**src/rtl/sram_arbiter_pkg.sv**
```systemverilog
// Shared constants for the two-client SRAM arbiter: state and client encodings,
// bus widths and the latched operation type.
package sram_arbiter_pkg;

  localparam int LEN_ADDRESS  = 32;
  localparam int LEN_REGISTER = 32;

  localparam logic ENABLE  = 1'b1;
  localparam logic DISABLE = 1'b0;

  localparam int LEN_ARB_STATE = 2;
  localparam logic [LEN_ARB_STATE-1:0] STATE_ARB_IDLE  = 2'd0;
  localparam logic [LEN_ARB_STATE-1:0] STATE_ARB_ISSUE = 2'd1;
  localparam logic [LEN_ARB_STATE-1:0] STATE_ARB_WAIT  = 2'd2;

  localparam logic ARB_CLIENT0 = 1'b0;
  localparam logic ARB_CLIENT1 = 1'b1;

  typedef enum logic {
    OP_WRITE = 1'b0,
    OP_READ  = 1'b1
  } arb_op_e;

  function automatic logic arb_req(input logic rd, input logic wr);
    return rd | wr;
  endfunction

endpackage

```
**src/rtl/sram_arb_rr_picker.sv**
```systemverilog
// Combinational two-way round-robin select: a sole requester wins, a tie goes
// to the client that was not granted last.
module sram_arb_rr_picker
  import sram_arbiter_pkg::*;
(
  input  logic req0,
  input  logic req1,
  input  logic last_grant,
  output logic valid,
  output logic grant
);

  always_comb begin
    valid = req0 | req1;
    if (req0 && req1) begin
      grant = (last_grant == ARB_CLIENT0) ? ARB_CLIENT1 : ARB_CLIENT0;
    end else if (req1) begin
      grant = ARB_CLIENT1;
    end else begin
      grant = ARB_CLIENT0;
    end
  end

endmodule

```
**src/rtl/sram_arbiter.sv**
```systemverilog
// Shares the single SRAM controller port between two clients. Optional watchdog
// abort of stuck accesses is enabled with the SRAM_ARB_TIMEOUT_EN macro.
module sram_arbiter
  import sram_arbiter_pkg::*;
#(
  parameter int ADDR_W         = LEN_ADDRESS,
  parameter int DATA_W         = LEN_REGISTER,
  parameter int TIMEOUT_CYCLES = 15
) (
  input  logic              clk,
  input  logic              rst,
  input  logic              c0_read,
  input  logic              c0_write,
  input  logic [ADDR_W-1:0] c0_addr,
  input  logic [DATA_W-1:0] c0_wdata,
  output logic [DATA_W-1:0] c0_rdata,
  output logic              c0_done,
  input  logic              c1_read,
  input  logic              c1_write,
  input  logic [ADDR_W-1:0] c1_addr,
  input  logic [DATA_W-1:0] c1_wdata,
  output logic [DATA_W-1:0] c1_rdata,
  output logic              c1_done,
  output logic              mem_read,
  output logic              mem_write,
  output logic [ADDR_W-1:0] mem_address,
  output logic [DATA_W-1:0] mem_wdata,
  input  logic [DATA_W-1:0] mem_rdata,
  input  logic              mem_ready,
  output logic              err
);

  logic [LEN_ARB_STATE-1:0] state;
  logic                     owner;
  logic                     last_grant;
  arb_op_e                  lat_op;
  logic [ADDR_W-1:0]        lat_addr;
  logic [DATA_W-1:0]        lat_wdata;

  logic              pick_valid;
  logic              pick_grant;
  logic              win_rd;
  logic [ADDR_W-1:0] win_addr;
  logic [DATA_W-1:0] win_wdata;
  logic              complete;
  logic              abort;

  sram_arb_rr_picker u_picker (
    .req0       (arb_req(c0_read, c0_write)),
    .req1       (arb_req(c1_read, c1_write)),
    .last_grant (last_grant),
    .valid      (pick_valid),
    .grant      (pick_grant)
  );

  always_comb begin
    win_rd    = (pick_grant == ARB_CLIENT1) ? c1_read  : c0_read;
    win_addr  = (pick_grant == ARB_CLIENT1) ? c1_addr  : c0_addr;
    win_wdata = (pick_grant == ARB_CLIENT1) ? c1_wdata : c0_wdata;
  end

  // The command is driven only outside IDLE, so reset drops it immediately.
  assign mem_read    = (state != STATE_ARB_IDLE) && (lat_op == OP_READ);
  assign mem_write   = (state != STATE_ARB_IDLE) && (lat_op == OP_WRITE);
  assign mem_address = lat_addr;
  assign mem_wdata   = lat_wdata;

  // mem_ready only counts in WAIT; the controller's ISSUE-cycle value is ignored.
  assign complete = (state == STATE_ARB_WAIT) && mem_ready;

`ifdef SRAM_ARB_TIMEOUT_EN
  localparam int TMR_W = $clog2(TIMEOUT_CYCLES + 1);
  logic [TMR_W-1:0] tmr;

  assign abort = (state == STATE_ARB_WAIT) && !mem_ready &&
                 (tmr == TMR_W'(TIMEOUT_CYCLES - 1));

  always_ff @(posedge clk or negedge rst) begin
    if (!rst) begin
      tmr <= '0;
      err <= DISABLE;
    end else begin
      err <= abort;
      if (state == STATE_ARB_ISSUE) begin
        tmr <= '0;
      end else if (state == STATE_ARB_WAIT && !mem_ready) begin
        tmr <= tmr + 1'b1;
      end
    end
  end
`else
  assign abort = DISABLE;
  assign err   = DISABLE;
`endif

  always_ff @(posedge clk or negedge rst) begin
    if (!rst) begin
      state      <= STATE_ARB_IDLE;
      owner      <= ARB_CLIENT0;
      last_grant <= ARB_CLIENT1;
      lat_op     <= OP_WRITE;
      lat_addr   <= '0;
      lat_wdata  <= '0;
      c0_rdata   <= '0;
      c1_rdata   <= '0;
      c0_done    <= DISABLE;
      c1_done    <= DISABLE;
    end else begin
      c0_done <= DISABLE;
      c1_done <= DISABLE;
      case (state)
        STATE_ARB_IDLE: begin
          if (pick_valid) begin
            owner     <= pick_grant;
            lat_op    <= win_rd ? OP_READ : OP_WRITE;
            lat_addr  <= win_addr;
            lat_wdata <= win_wdata;
            state     <= STATE_ARB_ISSUE;
          end
        end
        STATE_ARB_ISSUE: state <= STATE_ARB_WAIT;
        STATE_ARB_WAIT: begin
          if (complete || abort) begin
            if (complete && lat_op == OP_READ) begin
              if (owner == ARB_CLIENT1) c1_rdata <= mem_rdata;
              else                      c0_rdata <= mem_rdata;
            end
            if (owner == ARB_CLIENT1) c1_done <= ENABLE;
            else                      c0_done <= ENABLE;
            last_grant <= owner;
            state      <= STATE_ARB_IDLE;
          end
        end
        default: state <= STATE_ARB_IDLE;
      endcase
    end
  end

endmodule

```
**config.mk**
```make
export PLATFORM = sky130hd
export DESIGN_NAME = sram_arbiter
export DESIGN_NICKNAME = d
export VERILOG_FILES = /design/src/rtl/sram_arbiter_pkg.sv /design/src/rtl/sram_arb_rr_picker.sv /design/src/rtl/sram_arbiter.sv
export SDC_FILE = /design/constraint.sdc
export NUM_CORES = 1
export LEC_CHECK = 0
export BUFFER_PORTS_ARGS = -buffer_cell sky130_fd_sc_hd__buf_2
export CORE_ASPECT_RATIO = 1.25
export CORE_MARGIN = 8
export CORE_UTILIZATION = 50
export CTS_BUF_LIST = sky130_fd_sc_hd__clkbuf_16
export CTS_CLUSTER_SIZE = 30
export DETAILED_ROUTE_END_ITERATION = 7
export PLACE_DENSITY_LB_ADDON = 0.15
export REMOVE_ABC_BUFFERS = 1
export SETUP_SLACK_MARGIN = 0.3
export SLEW_MARGIN = 40
export SYNTH_ARGS = -nofsm -noshare
export SYNTH_HDL_FRONTEND = slang
export SYNTH_SLANG_ARGS = --single-unit
```
**constraint.sdc**
```tcl
create_clock -name clk -period 4.05 [get_ports clk]
set_clock_uncertainty 0.1 [all_clocks]
set_input_delay 0.405 -clock clk [delete_from_list [all_inputs] [get_ports clk]]
set_output_delay 0.405 -clock clk [all_outputs]
set_load 0.05 [all_outputs]
```
==> flow_summary.ini <==
[clock_tree]
path_clk_slew_ns = 0.06
cts_sinks = 135
h-tree-depth = 4
tritoncts_clock_tree = yes
insertion_delay_ns = 0.41
cts_made_buffers = 17
cts-root-buf = clkbuf_16
clock_tree.buffer_depth = 2

[global_route]
antenna_found_initial = 3
globalRouteTotalUtil_pct = 25.6
vias_in_the_first_global_route = 5825
grt_max_degree = 82
grt_remaining_overflow = 0
grt_first_pass_wirelength_um = 32100

[power]
power.total_uw = 9080
vdd.ir_drop.worst_mv = 0.670
netSwitchingFraction_pct = 49.7
power.internal_uw = 4560
power.clock.fraction_pct = 18.9
combinationalPowerShare_pct = 54.4
switchingPower_uw = 4510
leakagePower_uw = 0.00389
power_per_cell_area_nw_per_um2 = 1100
share_seq_of_total_power_pct = 26.7

[cells_and_area]
final_layout_size_suffix_gt1_share_pct = 52.8
utilization_pct = 70.7
flow.area_growth_from_synthesis_pct = 37.5
mostFrequentLayoutCell = buf_2
final_nets = 912
layout_common_cells = buf_2, dfrtp_1, o21ai_0

[sta]
rsz0062_at_grt = false
finalHoldViolCount = 0
report.final.setup_viol = 0
timing_max_transition_violations_final = 0
slew_headroom_pct = 48.2
min_period_over_period_pct = 63.4
fin_crit_ns = 2.57
fin_tns_setup_ns = 0
timing.hold.ws_ns = 0.123
fmax_ghz = 0.389
worstMarginPinSlew_ns = 0.778

[worst_setup_path]
crit_path_max_fanout = 70
cpPeakStageDelay_ns = 0.58
timing.critical_path.arrival_ns = 2.06
critical-path-top-delay-family = buffers and inverters
timing.critical_path.cells = or2_2 -> buf_4 -> nor2b_1 -> buf_2
timing.setup.critical_path_class = reg -> out
worstSetupStartpointType = flip-flop
worst_setup_path_end_kind = output port
cp_num_buf_inv = 2
critical_path_required_ns = 3.54
critical-path-slowest-cell = buf_4

[die]
die_width_um = 114
rows = 44
io-pin-count = 300
initial_core_util_pct = 51.4
core_sq_um = 11700
die-height_um = 138
dieArea_sq_um = 15800

[yosys]
count_of_yosys_warnings_during_synthesis = 0
seq_area_frac_synth_pct = 56.3
netlist_area_sq_um = 6000
synth_cell_types = 32
synth_seq_cells = 135
synthesis.area_per_instance_sq_um = 12.7
postSynthCellCount = 473

[place]
buffer_ports.inserted = 298
gp_routability_congestion = 0.841
detailed_place_hpwl_um = 14600

[routing]
firstDrtPassIters = 6
post-route-drc-count = 0
vias = 5506
final_antenna_net_count = 0
detail_route.iter0.violations = 524
vias_per_cell = 5.98
route.final.wire_length_um = 20800
route.detailed.wl_per_inst_um = 22.6

[hold_path]
hold_path.class = in -> reg

[outcome]
status = complete, no violations

[job]
timing.max_cap.violations = 0
-- power groups by stage --
| stage | combinational [uW] | clock, uW | sequential, uW |
|---|---|---|---|
| final | 4940 | 1720 | 2420 |
| after global routing | 5170 | 1800 | 2490 |
| after CTS | 4970 | 1750 | 2410 |
| after detailed placement | 4960 | 0 | 2420 |
| after global placement | 4860 | 0 | 2390 |
| after floorplan | 1480 | 0 | 4640 |
-- registers in the layout (all words and copies together) (netlist names) --
| register | count |
|---|---|
| mem_address | 32 |
| state | 2 |
| owner | 1 |
| c0_rdata | 32 |
| c1_done | 1 |
| mem_wdata | 32 |
| c1_rdata | 32 |
| c0_done | 1 |
| lat_op | 1 |
| last_grant | 1 |
-- synthesized netlist by cell type --
library cell | instances | area (sq um)
buf_4 | 7 | 52.6
mux2_1 | 10 | 113
nand2_1 | 1 | 3.75
nand4_1 | 1 | 6.26
conb_1 | 1 | 3.75
o41ai_1 | 1 | 8.76
a311oi_1 | 64 | 561
or2_1 | 1 | 6.26
nand3b_1 | 1 | 7.51
o31ai_1 | 1 | 7.51
a21o_1 | 1 | 7.51
o21ai_2 | 1 | 8.76
clkbuf_1 | 34 | 128
o21ai_0 | 66 | 330
a21oi_1 | 1 | 5.00
nor2b_1 | 2 | 12.5
mux2_2 | 54 | 608
nor3b_1 | 1 | 7.51
and3_1 | 1 | 6.26
buf_6 | 3 | 33.8
mux2i_1 | 1 | 10.0
nand2b_1 | 1 | 6.26
a2bb2oi_1 | 64 | 561
and2_1 | 1 | 6.26
nor2_1 | 3 | 11.3
or2_0 | 1 | 6.26
buf_2 | 12 | 60.1
dfstp_2 | 1 | 26.3
dfrtp_1 | 134 | 3350
nor4_4 | 1 | 21.3
o21a_1 | 1 | 7.51
nor3b_2 | 1 | 12.5
-- layer usage --
metal	vias to the layer above	wire [um]	track usage, %
met5	-	16	0
met4	4	600	10.5
met3	43	2320	10.8
met2	311	10200	42.1
met1	2736	7650	28.6
li1	2412	-	-
-- final timing paths --
check	startpoint	endpoint	slack, ns	cells after the start
max	state[1]	mem_write	1.48	4
min	mem_rdata[13]	c1_rdata[13]	0.12	2
max reg2reg	state[0]	mem_wdata[0]	1.90	4
min reg2reg	c1_rdata[12]	c1_rdata[12]	0.39	1
max in group asynchronous	rst	c0_rdata[11]	2.55	3
min in group asynchronous	rst	c1_rdata[13]	0.52	2
-- cell type report --
type,instances,area (sq um)
diodes,2,5.00
clock buffers,17,425
clock inverters,14,233
fillers,900,3420
multi-input cells,282,2380
flip-flops and latches,135,3380
well taps,161,201
repair buffers,309,1620
-- per-stage QoR --
| stage | area, sq um | std cells | worst slack [ns] |
|---|---|---|---|
| floorplan | 5720 | 417 | -0.417 |
| global placement | 7520 | 884 | 1.85 |
| detailed placement | 7580 | 886 | 1.84 |
| CTS | 8250 | 918 | 1.45 |
| global route | 8250 | 919 | 1.37 |
| finish | 8250 | 920 | 1.48 |
-- repair_timing --
item | in CTS | in global routing
setup buffers | 0 | 0
endpoints found under the hold margin | 79 | 0
resized for setup | 0 | 0
hold buffers | 1 | 0
-- cell families after synthesis --
group	count (synthesis)	synth area share, %
compound gates	200	24.9
flops	135	56.3
mux	65	12.2
buf+inv	56	4.57
simple gates	16	1.90
other cells	1	0.0625
Note: power is estimated with default switching activity, not from simulation.
